[config.mk]
export PLATFORM = sky130hd
export DESIGN_NAME = mux_bus_arbiter_flat
export DESIGN_NICKNAME = d
export VERILOG_FILES = /design/src/rtl/mux_bus_arbiter_if.sv /design/src/rtl/mux_bus_arbiter.sv /design/src/flat_wrapper.sv
export SDC_FILE = /design/constraint.sdc
export NUM_CORES = 1
export LEC_CHECK = 0
export CAP_MARGIN = 10
export CELL_PAD_IN_SITES_DETAIL_PLACEMENT = 0
export CELL_PAD_IN_SITES_GLOBAL_PLACEMENT = 2
export CORE_MARGIN = 2
export CORE_UTILIZATION = 38
export CTS_CLUSTER_SIZE = 10
export DETAILED_ROUTE_END_ITERATION = 8
export PLACE_DENSITY_LB_ADDON = 0.2
export SLEW_MARGIN = 30
export SYNTH_ARGS = -nofsm -noshare
export SYNTH_HDL_FRONTEND = slang
export SYNTH_SLANG_ARGS = --single-unit
[constraint.sdc]
create_clock -name clk -period 6.3 [get_ports clk]
set_clock_uncertainty 0.15 [all_clocks]
set_input_delay 1.575 -clock clk [delete_from_list [all_inputs] [get_ports clk]]
set_output_delay 1.575 -clock clk [all_outputs]
set_load 0.02 [all_outputs]
[src/rtl/mux_bus_arbiter_if.sv]
// Handshake bundle between the requesters and the shared-mux select arbiter.
// The arbiter takes the slave view; the requesting side takes the master view.
interface mux_bus_arbiter_if;
    logic       arbEn;
    logic [7:0] req;
    logic [7:0] grant;
    logic [2:0] selCode;
    logic       busValid;
    logic [7:0] busyCnt;

    modport master (
        output arbEn, req,
        input  grant, selCode, busValid, busyCnt
    );

    modport slave (
        input  arbEn, req,
        output grant, selCode, busValid, busyCnt
    );
endinterface

[src/rtl/mux_bus_arbiter.sv]
// Round-robin arbiter that owns the select port of the shared 8:1 datapath mux.
// Ownership is bounded to MAX_BURST beats and followed by one turnaround cycle.
module mux_bus_arbiter #(
    parameter int unsigned MAX_BURST = 4
) (
    input logic             clk,
    input logic             rst_n,
    mux_bus_arbiter_if.slave bus
);

    typedef enum logic [1:0] {IDLE, GRANT, TURN} state_t;

    localparam logic [7:0] LAST_BEAT = 8'(MAX_BURST - 1);

    state_t     state_q, state_d;
    logic [7:0] grant_q, grant_d;
    logic [2:0] sel_q, sel_d;
    logic       valid_q, valid_d;
    logic [7:0] cnt_q, cnt_d;
    logic [2:0] last_q, last_d;

    logic [2:0] win;
    logic       found;
    logic [2:0] idx;

    // Circular scan starting just after the previous owner, so it ranks last.
    always_comb begin
        win   = last_q;
        found = 1'b0;
        idx   = last_q;
        for (int k = 1; k <= 8; k++) begin
            idx = last_q + 3'(k);
            if (!found && bus.req[idx]) begin
                win   = idx;
                found = 1'b1;
            end
        end
    end

    always_ff @(posedge clk or negedge rst_n) begin
        if (!rst_n) begin
            state_q <= IDLE;
            grant_q <= '0;
            sel_q   <= '0;
            valid_q <= 1'b0;
            cnt_q   <= '0;
            last_q  <= 3'd7;
        end else begin
            state_q <= state_d;
            grant_q <= grant_d;
            sel_q   <= sel_d;
            valid_q <= valid_d;
            cnt_q   <= cnt_d;
            last_q  <= last_d;
        end
    end

    always_comb begin
        state_d = state_q;
        case (state_q)
            IDLE, TURN: begin
                if (bus.arbEn && found) state_d = GRANT;
                else                    state_d = IDLE;
            end
            GRANT: begin
                // arbEn is deliberately ignored here: a running burst always completes.
                if (!bus.req[sel_q])         state_d = TURN;
                else if (cnt_q == LAST_BEAT) state_d = TURN;
                else                         state_d = GRANT;
            end
            default: state_d = IDLE;
        endcase
    end

    // Next values of the registered outputs; selCode only moves on GRANT entry.
    always_comb begin
        grant_d = grant_q;
        sel_d   = sel_q;
        valid_d = valid_q;
        cnt_d   = cnt_q;
        last_d  = last_q;
        case (state_d)
            GRANT: begin
                if (state_q != GRANT) begin
                    grant_d = 8'd1 << win;
                    sel_d   = win;
                    valid_d = 1'b1;
                    cnt_d   = '0;
                    last_d  = win;
                end else begin
                    cnt_d = cnt_q + 8'd1;
                end
            end
            default: begin
                grant_d = '0;
                valid_d = 1'b0;
                cnt_d   = '0;
            end
        endcase
    end

    assign bus.grant    = grant_q;
    assign bus.selCode  = sel_q;
    assign bus.busValid = valid_q;
    assign bus.busyCnt  = cnt_q;

endmodule

[src/flat_wrapper.sv]
// flat-port wrapper written by rule: the top's interface ports become plain ports
module mux_bus_arbiter_flat 
#(
    parameter int unsigned MAX_BURST = 4
)
  (clk, rst_n, bus_arbEn, bus_req, bus_grant, bus_selCode, bus_busValid, bus_busyCnt);
  mux_bus_arbiter_if bus_i ();
  input logic clk;
  input logic rst_n;
  input wire logic [$bits(bus_i.arbEn)-1:0] bus_arbEn;
  input wire logic [$bits(bus_i.req)-1:0] bus_req;
  output wire logic [$bits(bus_i.grant)-1:0] bus_grant;
  output wire logic [$bits(bus_i.selCode)-1:0] bus_selCode;
  output wire logic [$bits(bus_i.busValid)-1:0] bus_busValid;
  output wire logic [$bits(bus_i.busyCnt)-1:0] bus_busyCnt;
  assign bus_i.arbEn = bus_arbEn;
  assign bus_i.req = bus_req;
  assign bus_grant = bus_i.grant;
  assign bus_selCode = bus_i.selCode;
  assign bus_busValid = bus_i.busValid;
  assign bus_busyCnt = bus_i.busyCnt;
  mux_bus_arbiter #(.MAX_BURST(MAX_BURST)) u_core (.clk(clk), .rst_n(rst_n), .bus(bus_i));
endmodule
## After elaboration in Yosys (flattened, before gate mapping)

Index checks and enable logic that the tools add are counted.

| word-level totals | value |
|---|---|
| output and inout bits | 20 |
| input bits | 11 |
| flip-flop bits (word level) | 25 |

| cells by class | value |
|---|---|
| $add $sub $neg | 8 |
| equal/unequal tests | 6 |
| multiplexer cells | 44 |
| order comparisons | 9 |
| shift-type cells | 1 |
| reductions and logical operators | 18 |

Operators with widths:

| cell | number |
|---|---|
| $lt 3x4->1 const B | 9 |
| $mux 8 | 4 |
| $bmux 1 s3 | 9 |
| $mux 3 | 8 |
| $mux 1 | 20 |
| $add 3x3->3 const B | 4 |
| $add 8x1->8 const B | 1 |
| $eq 8x2->1 const B | 1 |
| $logic_and 1x1->1 | 8 |
| $shl 1x3->8 const A | 1 |
| $logic_not 1->1 | 7 |
| $add 3x2->3 const B | 2 |
| $eq 2x1->1 const B | 2 |
| $mux 2 | 2 |
| $ne 2x1->1 const B | 2 |
| $pmux 2 s2 | 1 |
| $add 3x1->3 const B | 1 |
| $eq 2x2->1 const B | 1 |
| $logic_not 2->1 | 1 |
| $reduce_and 2->1 | 1 |
| $reduce_or 2->1 | 1 |

## Depth between registers and ports, before layout

Gate-level depths: netlist of the first run.

| depth | value |
|---|---|
| depth in word-level cells | 30 |
| gate-level depth with buffers | 13 |
| gate-level depth less buffers | 9 |

## Worst setup path after synthesis of the first run

Ideal clock, no wire load.

| path | value |
|---|---|
| kind | input -> register |
| start point | input port bus_req[6] |
| end point | register u_core.grant_q[5], in the netlist u_core.bus.grant[5] |
| cell stages on the path | 8 |
| data required time | 6.028 ns |
| arrival | 3.493 ns |
| setup slack | 2.536 ns |
| path buffers | 1 |
| cell sequence | mux4_1 -> mux2i_4 -> nand2_2 -> nor3_2 -> a211o_1 -> buf_4 -> nor3_1 -> a32o_1 |

| between the ends | value |
|---|---|
| word-level cells in the longest chain between the ends | 29 |

RTL lines:

| what | RTL line | RTL |
|---|---|---|
| start: declaration | flat_wrapper.sv:11 | `input wire logic [$bits(bus_i.req)-1:0] bus_req;` |
| $bmux 1 s3 | mux_bus_arbiter.sv:33 | `if (!found && bus.req[idx]) begin` |
| $mux 1 (implied by the code) | mux_bus_arbiter.sv:33 |  |
| $mux 1 | mux_bus_arbiter.sv:33 |  |
| $logic_not 1->1 | mux_bus_arbiter.sv:33 |  |
| $logic_and 1x1->1 | mux_bus_arbiter.sv:33 |  |
| $mux 1 | mux_bus_arbiter.sv:33 |  |
| $logic_not 1->1 | mux_bus_arbiter.sv:33 |  |
| $logic_and 1x1->1 | mux_bus_arbiter.sv:33 |  |
| (+13 left out) | -- |  |
| $logic_not 1->1 | mux_bus_arbiter.sv:33 |  |
| $logic_and 1x1->1 | mux_bus_arbiter.sv:33 |  |
| $mux 1 | mux_bus_arbiter.sv:33 |  |
| $logic_and 1x1->1 | mux_bus_arbiter.sv:62 | `if (bus.arbEn && found) state_d = GRANT;` |
| $mux 1 | mux_bus_arbiter.sv:62 |  |
| $pmux 2 s2 | mux_bus_arbiter.sv:60 | `case (state_q)` |
| $eq 2x1->1 | mux_bus_arbiter.sv:82 | `case (state_d)` |
| $ne 2x1->1 (no source line) / $mux 8 (equally long branches) | -- |  |
| end signal: assignment | mux_bus_arbiter.sv:50 | `grant_q <= grant_d;` |
| end: declaration | mux_bus_arbiter.sv:16 | `logic [7:0] grant_q, grant_d;` |

Several ways; a longest one is shown, not always the timed one. The select of a mux whose other input is x is not followed.
A chain may end at the register's enable or synchronous reset.

## Final worst setup path of the first run

| path | value |
|---|---|
| start point | input port bus_req[4] |
| end point | register u_core.grant_q[5], in the netlist u_core.bus.grant[5] |

The elaborated chain is that of the path after synthesis.

==> impl_metrics.tcl, run 1 <==
set metrics [dict create \
    antenna_found_initial 0 \
    clock-sinks 25 \
    syn_avg_cell_area_um2 11.0 \
    hold_buffers 0 \
    worstSetupPathType "input port to flop" \
    fin_crit_ns 4.45 \
    worstSetupStartpointType "input port" \
    clkTransAtPathRegs_ns 0.09 \
    synth_ff_type "dfrtp_1" \
    rsz0062_at_grt "no" \
    fin_crit_sh 0.706 \
    drc 0 \
    drt_iter0_markers 114 \
    synth_fp_nets 197 \
    slew_violations 0 \
    vias 1636 \
    die_height_um 76.8 \
    synthTopCellsByCount "22 x dfrtp_1, 19 x nand2_1, 11 x nor2_1, 9 x mux2i_1, 9 x mux4_2" \
    fillers 506 \
    synth_top_area_share 0.273 \
    cap_viol_max_count 0 \
    min_path_type "flop to flop" \
    ios 31 \
    critPathCaptureType "flop" \
    rows 26 \
    ant_nets 0 \
    cts_resized 0 \
    dp_hpwl_mm 3.75 \
    diodes 0 \
    start_util 0.395 \
    grt_start_max_net_pins 26 \
    grtUsageTotal 0.169 \
    synth.distinct_cells 55 \
    gp_congestion 0.854 \
    grt_pass1_vias 1616 \
    synth_most_common_cell "dfrtp_1" \
    nets 225 \
    core_um2 5110 \
    max_freq_mhz 225 \
    gr-total-overflow 0 \
    drt-pass1-iter-count 4 \
    fp.dieW_um 76.8 \
    port_buffers 30 \
    synth_edf_count 0 \
    htree_levels 1 \
    grt_pass1_wl_mm 8.07 \
    crit_path_max_fanout 7 \
    cts_setup_buffers 0 \
    viasPerCell 5.84 \
    wl_per_cell_um 17.7 \
    cts_tree "done" \
    yosys.area.top_type "dfrtp_1" \
    cp.arrival_ns 4.46 \
    tns_ns 0 \
    finalHoldViolations 0 \
    area_growth_syn_to_layout_pct 19.2 \
    slew_headroom 0.527 \
    setup_viol 0 \
    yosys_warnings 0 \
    ys_async_sr_fraction 1.00 \
    cts_made_buffers 3 \
    worst_pin_slew_ns 0.702 \
    cts_buffer_depth 2 \
    ys_ff_latch 25 \
    status "completed" \
    syn_inst 183 \
    synth_area_um2 2020 \
    yosys-top-cells-area "dfrtp_1 27%, mux4_2 10%, mux4_1 6.5%" \
    crit_required_ns 6.31 \
    die_area_um2 5900 \
    clk_latency_ns 0.27 \
    wirelength_mm 4.95 \
    drive_gt1_frac 0.167 \
    yosysSeqAreaShare 0.312 \
    ctsRootBufferMaster "clkbuf_8" \
]
[flip-flops by register name, indices dropped and copies added (netlist names)]
signal,cells
u_core.bus.busyCnt,8
u_core.bus.grant,8
u_core.bus.selCode,3
u_core.last_q,3
u_core.state_q,2
u_core.bus.busValid,1
[area by class of cell]
type | count | area [um^2] | share of cell area
multi-input cells | 146 | 1320 | 0.549
clock inverters | 1 | 7.51 | 0.00313
repair buffers | 30 | 295 | 0.123
inverters | 5 | 21.3 | 0.00885
flip-flops and latches | 25 | 629 | 0.262
clock buffers | 3 | 41.3 | 0.0172
well taps | 70 | 87.6 | 0.0365
[routing by layer]
metal,wire length [um],global-route usage
met5,0,0
met4,53,0.0527
met1,2200,0.214
met3,150,0.0224
met2,2550,0.300
[final timing paths]
path | from | to | slack, ns | cells past startpoint
max | bus_req[4] | u_core.bus.grant[5] | 1.85 | 7
min in group asynchronous | rst_n | u_core.bus.grant[5] | 1.13 | 1
min reg2reg | u_core.state_q[1] | u_core.state_q[1] | 0.31 | 1
max in group asynchronous | rst_n | u_core.last_q[2] | 4.49 | 1
min | u_core.state_q[1] | u_core.state_q[1] | 0.31 | 1
max reg2reg | u_core.last_q[1] | u_core.bus.grant[6] | 2.01 | 9
[logic make-up (layout without fill, tap and decap cells)]
family | after synthesis | count (layout) | share of synthesized area
simple gates | 59 | 59 | 0.151
buf+inv | 12 | 39 | 0.0329
compound gates | 42 | 42 | 0.169
mux | 32 | 32 | 0.273
flops | 25 | 25 | 0.312
fa+ha+maj | 3 | 3 | 0.0186
xor+xnor | 10 | 10 | 0.0435
[critical path, stage by stage]
cell	delay, ns
clkdlybuf4s50_1	0.52
mux4_1	0.67
mux2i_1	0.42
nand2_1	0.16
o311ai_0	0.52
a32oi_1	0.26
a32o_1	0.33
[stage by stage]
step	cell area [um^2]	hold WS, ns	setup slack [ns]	cells	util
after floorplan	2020	0.265	2.54	183	-
after global placement	2360	0.279	1.69	276	0.462
after detailed placement	2350	0.291	1.60	276	0.461
final	2400	0.312	1.85	280	0.470
after CTS	2400	0.308	1.89	280	0.470
after global routing	2400	0.340	1.74	280	0.470
[placed cells by master (no fill, tap or decap), types with 2 or more instances in the layout]
| cell type | instances |
|---|---|
| o21ai_0 | 6 |
| nor2b_1 | 2 |
| clkbuf_8 | 3 |
| xor2_1 | 7 |
| nor3b_1 | 2 |
| mux4_2 | 9 |
| nand2b_1 | 3 |
| o211ai_1 | 2 |
| dfstp_2 | 3 |
| mux2_2 | 6 |
| clkdlybuf4s50_1 | 29 |
| ha_1 | 3 |
| mux4_1 | 5 |
| nand3_1 | 8 |
| and3_1 | 3 |
| mux2i_1 | 9 |
| inv_1 | 4 |
| nor4_1 | 2 |
| dfrtp_1 | 22 |
| nand2_1 | 19 |
| o21bai_1 | 2 |
| xnor2_1 | 3 |
| a32o_1 | 5 |
| mux2i_4 | 2 |
| a211o_1 | 2 |
| o31ai_1 | 6 |
| nor2_1 | 11 |
| a21oi_1 | 5 |
Power of run 1 is left out: the tool's default activity adds up to more than one toggle a clock period on the data nets, which glitch-free logic cannot reach.
==> run 2, diff against run 1 <==
CORE_UTILIZATION = 35   (was 38)
clock period = 4.16 ns   (was 6.3 ns; I/O delays follow)
==> impl_metrics.tcl, run 2 (synthesis results as in run 1) <==
set metrics [dict create \
    die_area_um2 6380 \
    ios 31 \
    grt_start_max_net_pins 26 \
    clkTransAtPathRegs_ns 0.09 \
    clk_latency_ns 0.27 \
    worstReg2RegStart "u_core.last_q[1]" \
    crit_start "u_core.last_q[1]" \
    cts_buffer_depth 2 \
    cap_viol_max_count 0 \
    core_um2 5540 \
    fin_crit_ns 3.86 \
    viasPerCell 5.79 \
    regArea_um2 629 \
    port_buffers 30 \
    hold_buffers 0 \
    cts_setup_buffers 0 \
    slew_violations 0 \
    rsz0062_at_grt "no" \
    dpl_cell_area_um2 2410 \
    drt_iter0_markers 98 \
    tns_ns 0 \
    htree_levels 1 \
    worstSetupStartpointType "flop" \
    diodes 0 \
    cts_tree "done" \
    status "completed" \
    die_height_um 79.9 \
    gr-total-overflow 0 \
    fp.dieW_um 79.9 \
    drt-pass1-iter-count 4 \
    min_path_type "flop to flop" \
    fillers 539 \
    setup_viol 0 \
    grtUsageTotal 0.172 \
    area_growth_syn_to_layout_pct 21.9 \
    gp_congestion 0.846 \
    nets 232 \
    vias 1673 \
    multi_input_comb_area_um2 1320 \
    fin_crit_sh 0.929 \
    finalHoldViolations 0 \
    clock-sinks 25 \
    worst_pin_slew_ns 0.772 \
    drc 0 \
    cts_made_buffers 3 \
    slew_headroom 0.481 \
    final_cell_area_um2 2460 \
    wl_per_cell_um 18.0 \
    cts_resized 0 \
    ant_nets 0 \
    final_cell_mix "29 x clkdlybuf4s50_1, 22 x dfrtp_1, 19 x nand2_1, 11 x nor2_1" \
    fin_util 0.444 \
    grt_pass1_vias 1661 \
    wirelength_mm 5.19 \
    crit_required_ns 4.17 \
    drive_gt1_frac 0.194 \
    crit_path_max_fanout 15 \
    worstHoldStart "u_core.state_q[1]" \
    worstSetupPathType "flop to flop" \
    dp_hpwl_mm 4.00 \
    ctsRootBufferMaster "clkbuf_8" \
    layout_commonest_cell "clkdlybuf4s50_1" \
    antenna_found_initial 0 \
    max_freq_mhz 259 \
    grt_pass1_wl_mm 8.46 \
    start_util 0.364 \
    cp.arrival_ns 3.88 \
    critPathCaptureType "flop" \
    rows 27 \
]
run 2: cell types whose count changed in the layout (fill, tap and decap cells not counted), sizes merged:
cell  delta
buf      +7
run 2: worst paths after layout:
kind,cells past startpoint,slack [ns],end
setup / recovery,9,0.30,u_core.bus.grant[5]
hold / removal,1,0.30,u_core.state_q[1]
setup reg to reg,9,0.30,u_core.bus.grant[5]
hold reg to reg,1,0.30,u_core.state_q[1]
max in group asynchronous,1,2.88,u_core.last_q[2]
min in group asynchronous,1,0.60,u_core.state_q[1]
run 2: critical path, stage by stage, from the launching register on:
cell and delay [ns]:
dfstp_2 0.54, inv_1 0.11, ha_1 0.69, mux2i_1 0.22
mux4_2 0.53, a22oi_4 0.31, nor4_2 0.10, nor4_1 0.66
nor3_1 0.14, a32o_1 0.30
run 2: routing by layer:
metal / track usage / vias to the layer above / share of wire
met2: 0.303 / 43 / 0.52
met1: 0.216 / 828 / 0.42
li1: - / 792 / -
met3: 0.0238 / 10 / 0.040
met5: 0 / - / 0
met4: 0.0525 / 0 / 0.016
run 2: area by class of cell:
cell class	instances	area share
multi-input combinational	146	0.537
clock buffer	3	0.0168
sequential	25	0.256
timing repair buffer	37	0.142
inverter	5	0.00866
tap	72	0.0367
clock inverter	1	0.00305
run 2: metrics by stage:
step	instances	setup WS [ns]	hold slack, ns
after detailed placement	285	0.0379	0.294
after floorplan	183	0.712	0.265
after global routing	289	0.0437	0.328
final	289	0.295	0.304
after global placement	285	0.151	0.280
after CTS	289	0.270	0.306
Power of run 2 is left out for the same reason.
==> run 3, diff against run 2 <==
SKIP_LAST_GASP = 1   (was not set)
==> results of run 3 <==
No change in the layout: final DEF, timing and power equal those of run 2.
Power of run 3 is left out for the same reason.
